[src/rtl/seven_seg_scanner.sv]
// -----------------------------------------------------------------------------
// seven_seg_scanner
//
// Multiplexed seven-segment display driver. A slow square wave from the clock
// divider (generated in the clk_in domain) is sampled as data; each rising edge
// of that wave advances the scan to the next digit. For the digit being shown
// the driver pulls its anode low, drives the hex-decoded segment pattern and
// the decimal point. All outputs are registered on clk_in.
//
// Parameters
//   N_DIGITS   number of multiplexed digits, 1..8
//
// Ports
//   clk_in     in   1             system clock (the only clock)
//   reset      in   1             synchronous reset, active-low
//   scan_clk   in   1             divided scan wave, synchronous to clk_in
//   value      in   4*N_DIGITS    hex nibbles, digit i = value[4i+3:4i]
//   digit_en   in   N_DIGITS      per-digit enable, 0 blanks the digit
//   dp_in      in   N_DIGITS      per-digit decimal point request, active-high
//   anodes     out  N_DIGITS      digit select, active-low, one-cold
//   segments   out  7             {g,f,e,d,c,b,a}, active-low
//   dp         out  1             decimal point, active-low
//   digit_idx  out  IDX_W         index of the digit currently shown
// -----------------------------------------------------------------------------
module seven_seg_scanner #(
  parameter int N_DIGITS = 8,
  localparam int IDX_W = (N_DIGITS > 1) ? $clog2(N_DIGITS) : 1
) (
  input  logic                    clk_in,
  input  logic                    reset,
  input  logic                    scan_clk,
  input  logic [4*N_DIGITS-1:0]   value,
  input  logic [N_DIGITS-1:0]     digit_en,
  input  logic [N_DIGITS-1:0]     dp_in,
  output logic [N_DIGITS-1:0]     anodes,
  output logic [6:0]              segments,
  output logic                    dp,
  output logic [IDX_W-1:0]        digit_idx
);

  localparam logic [IDX_W-1:0] LAST_IDX = IDX_W'(N_DIGITS - 1);

  // Hex to active-low {g,f,e,d,c,b,a} pattern.
  function automatic logic [6:0] hex_to_seg(input logic [3:0] nib);
    logic [6:0] seg;
    case (nib)
      4'h0:    seg = 7'h40;
      4'h1:    seg = 7'h79;
      4'h2:    seg = 7'h24;
      4'h3:    seg = 7'h30;
      4'h4:    seg = 7'h19;
      4'h5:    seg = 7'h12;
      4'h6:    seg = 7'h02;
      4'h7:    seg = 7'h78;
      4'h8:    seg = 7'h00;
      4'h9:    seg = 7'h10;
      4'hA:    seg = 7'h08;
      4'hB:    seg = 7'h03;
      4'hC:    seg = 7'h46;
      4'hD:    seg = 7'h21;
      4'hE:    seg = 7'h06;
      4'hF:    seg = 7'h0E;
      default: seg = 7'h7F;
    endcase
    return seg;
  endfunction

  logic                 scan_prev_q;
  logic                 tick_s;
  logic [IDX_W-1:0]     idx_q;
  logic [IDX_W-1:0]     idx_d;
  logic [3:0]           nibble_s;
  logic [N_DIGITS-1:0]  sel_s;
  logic [N_DIGITS-1:0]  anodes_q;
  logic [N_DIGITS-1:0]  anodes_d;
  logic [6:0]           segments_q;
  logic [6:0]           segments_d;
  logic                 dp_q;
  logic                 dp_d;

  // Rising edge of the sampled scan wave. scan_prev_q resets to 1 so a wave
  // that is already high when reset releases is not mistaken for an edge.
  always_comb begin
    tick_s = scan_clk & ~scan_prev_q;
  end

  // Next digit index: advance on a tick, wrapping after the last digit.
  // With a single digit LAST_IDX is 0, so the index never leaves 0.
  always_comb begin
    idx_d = idx_q;
    if (tick_s) begin
      if (idx_q == LAST_IDX) begin
        idx_d = '0;
      end else begin
        idx_d = idx_q + IDX_W'(1);
      end
    end else begin
      idx_d = idx_q;
    end
  end

  // Output pattern for the digit about to be shown. Computing from idx_d
  // (not idx_q) makes the new digit appear on the same edge as the tick.
  always_comb begin
    nibble_s   = value[4*idx_d +: 4];
    sel_s      = '0;
    sel_s[idx_d] = 1'b1;
    anodes_d   = {N_DIGITS{1'b1}};
    segments_d = 7'h7F;
    dp_d       = 1'b1;
    if (digit_en[idx_d]) begin
      anodes_d   = ~sel_s;
      segments_d = hex_to_seg(nibble_s);
      dp_d       = ~dp_in[idx_d];
    end else begin
      anodes_d   = {N_DIGITS{1'b1}};
      segments_d = 7'h7F;
      dp_d       = 1'b1;
    end
  end

  // State and output registers with synchronous active-low reset.
  always_ff @(posedge clk_in) begin
    if (!reset) begin
      scan_prev_q <= 1'b1;
      idx_q       <= '0;
      anodes_q    <= {N_DIGITS{1'b1}};
      segments_q  <= 7'h7F;
      dp_q        <= 1'b1;
    end else begin
      scan_prev_q <= scan_clk;
      idx_q       <= idx_d;
      anodes_q    <= anodes_d;
      segments_q  <= segments_d;
      dp_q        <= dp_d;
    end
  end

  assign anodes    = anodes_q;
  assign segments  = segments_q;
  assign dp        = dp_q;
  assign digit_idx = idx_q;

endmodule
[config.mk]
export PLATFORM = sky130hd
export DESIGN_NAME = seven_seg_scanner
export DESIGN_NICKNAME = d
export VERILOG_FILES = /design/src/rtl/seven_seg_scanner.sv
export SDC_FILE = /design/constraint.sdc
export NUM_CORES = 1
export LEC_CHECK = 0
export CAP_MARGIN = 0
export CORE_AREA = 2 2 59 75
export CTS_CLUSTER_DIAMETER = 80
export DETAILED_ROUTE_END_ITERATION = 10
export DIE_AREA = 0 0 61 77
export PLACE_DENSITY_LB_ADDON = 0.08
export SYNTH_ARGS = -nofsm -noshare
export SYNTH_HDL_FRONTEND = slang
export SYNTH_SLANG_ARGS = --single-unit
[constraint.sdc]
create_clock -name clk_in -period 2.9 [get_ports clk_in]
set_input_delay 0.58 -clock clk_in [delete_from_list [all_inputs] [get_ports clk_in]]
set_output_delay 0.58 -clock clk_in [all_outputs]
set_load 0.03 [all_outputs]
==> metrics.txt <==
status completed; vias in the first global route 1,658; # setup viols final 0; grt ovf 0; pin count of the biggest net entering global routing 13; Yosys reg bits 20; final net count 332; DRC viols 0; routed wire length 4569 µm; total track usage 20.59%; Cell variety after synth 47; P per Cell Area 369.0 mW/mm²; Tmin final 2.738 ns; critical path's most frequent cell ha_4; Synth area leader dfxtp_1; crit-path cells ha_4, ha_4, or4b_4, a21boi_4, buf_4, o211ai_1, and4_2, mux2_2, nor3_1, a31oi_1; routability cong. 0.7986; wire length per cell 13.93 µm; Slowest cell on crit path or4b_4; CTS tree done; Register-to-Register Path Depth 10; post-route ant nets 0; Final Non-Filler Cells 328; EDFF count, synth 0; clk_lat worst skew 0.26 ns; Largest stage delay, worst path 0.53 ns; H-tree Lvls 1; ranking of synthesized cells by area dfxtp_1 (28%), nand2_1 (9.1%), ha_1 (6.9%), mux2i_1 (6.9%), o221ai_1 (3.6%); Reg clk slew, reported paths 0.08 ns; Avg Cell Area, Syn 8.409 µm²; CTS Buf Count 3; CP endpoint kind flip-flop; FP Rows 26; commonest non-fill, non-tap cells in the layout clkdlybuf4s50_1 (68), nand2_1 (35), buf_4 (35); layout cells sized above 1 22.43%; IO Port Bufs 69; first-pass GRT wire length 7458 µm; Placed Cells 324; CP Max Fanout 8; drt pass-1 iters 4; Final Hold Viols 0; DR vias 1,648; CTS root buffer clkbuf_8; Top FF cell, synth dfxtp_1; Syn. warnings 0; core area 0.004001 mm²; Leak 1.046 nW; Worst R2R Setup Slack 0.16 ns; Antenna diodes 0; I/O Pins 70; Net Count, Synth 231; Setup Crit Path Kind flip-flop to flip-flop; Design Area, Final 0.002527 mm²; worst rel slew slack 70.85%; CTS Hold Bufs 0; post-CTS setup buffers 0; register area share after synthesis 27.68%; detailed-placement wirelength estimate 3771 µm; synthesized cell area 0.001446 mm²; Die Wd 61 µm; clk_skew 0.001374 ns; fmax 0.3652 GHz; worst slew pin tran 0.4372 ns; fin crit share 94.43%; Hold Path Sink digit_idx[2]; Async SR Flop Fraction 0%; post-synth top area share 27.68%; Max IR drop VDD 0.0002184 V; Hold Crit Start digit_idx[2]; die height 77 µm; Hold Crit Depth 3; hold crit path type flip-flop to flip-flop; R2R Path Start digit_idx[1]; clock buffer depth 2; Setup TNS 0 ns; WP data arrival 2.88 ns; commonest non-fill, non-tap cell in the layout clkdlybuf4s50_1; die area 0.004697 mm²; Iteration-0 DRC Markers 27; Sink Count 20; Layout fillers 373; placed cell areas 0.002451 mm²; Req. time, crit path 3.04 ns; Critical R2R Capture segments[3]; cells after synthesis 172; vias per cell 5.024; fin. max-slew vios 0; max cap viols 0; worst hold margin 0.6631 ns; RSZ-0062 raised after global routing false; Starting Density 36.15%; Synth-to-Final Area Change 74.74%; initial antenna violation count 0; Setup crit start kind flip-flop
[stage by stage]
step | power (mW) | util (%) | setup WS (ns)
floorplan | 0.4812 | - | 0.03468
global placement | 0.6490 | 61.26 | -0.3193
detailed placement | 0.6526 | 61.26 | -0.3307
CTS | 0.9363 | 63.04 | 0.1322
global route | 0.9828 | 63.16 | 0.009829
finish | 0.9327 | 63.16 | 0.1617
[per-layer routing]
layer,vias up,track usage (%),part of all wire [%]
li1,829,-,-
met1,773,23.91,40
met2,42,38.06,55
met3,4,2.530,3.4
met4,0,5.000,0.79
met5,-,0,0
[Yosys cell counts, drive strengths merged (2+ instances only)]
| master | n |
|---|---|
| nor2 | 9 |
| dfxtp | 20 |
| or4b | 2 |
| nand2b | 2 |
| o31ai | 2 |
| a22oi | 3 |
| nand3 | 7 |
| mux2 | 5 |
| buf | 7 |
| nand4 | 3 |
| a221o | 2 |
| ha | 8 |
| inv | 9 |
| o311ai | 2 |
| mux2i | 10 |
| o221ai | 6 |
| a21boi | 3 |
| nor2b | 2 |
| a31oi | 3 |
| o211ai | 6 |
| o21ai | 7 |
| a32oi | 2 |
| and4b | 2 |
| nand2 | 36 |
[worst max path at each step]
stage | from | end | slack [ns] | cells after the start
final | digit_idx[1] | segments[3] | 0.16 | 10
after global routing | digit_idx[1] | segments[3] | 0.01 | 10
after CTS | digit_idx[1] | segments[3] | 0.13 | 11
after detailed placement | scan_clk | segments[3] | -0.33 | 9
after global placement | scan_clk | segments[3] | -0.32 | 9
after floorplan | digit_idx[1] | segments[5] | 0.03 | 12
[worst max-delay path: cells and delay by family, from the launching register on]
| kind | cells | cell delay [ns] |
|---|---|---|
| muxes | 1 | 0.35 |
| DFF | 1 | 0.36 |
| AOI/OAI and AO/OA | 3 | 0.40 |
| buffers and inverters | 1 | 0.18 |
| adders and majority gates | 2 | 0.32 |
| and+or+nand+nor | 3 | 1.01 |
[cells by family after synthesis]
kind of cell             count (synthesis)  share of synthesized area, %
adder cells (fa/ha/maj)                  8                         6.921
buffers and inverters                   18                         7.006
AND/OR/NAND/NOR                         72                         25.26
AO/OA/AOI/OAI                           38                         21.45
multiplexers                            15                         11.07
XOR/XNOR                                 1                        0.6056
flip-flops                              20                         27.68
[area by class of cell]
type / count / area, µm² / share of cell area, %
multi-input cells: 134 / 988.4 / 39.11
repair buffers: 104 / 952.2 / 37.67
flip-flops and latches: 20 / 407.9 / 16.14
well taps: 56 / 70.07 / 2.772
clock buffers: 3 / 41.29 / 1.634
inverters: 10 / 37.54 / 1.485
clock inverters: 1 / 30.03 / 1.188
[timing repair]
item                                    in CTS  in global routing
endpoints found under the setup margin       5                  1
gates resized for setup                      3                  1
pin swaps                                    0                  1
[state kept, by name (all words and copies together) (netlist names)]
signal,cells
scan_prev_q,1
dp,1
anodes,8
digit_idx,3
segments,7
[report_power, final]
group          switching [mW]  total [mW]  internal [mW]
combinational           0.162       0.352          0.190
sequential            0.00584       0.296          0.290
clock                   0.100       0.284          0.184
Power figures use the tool's default switching activity.
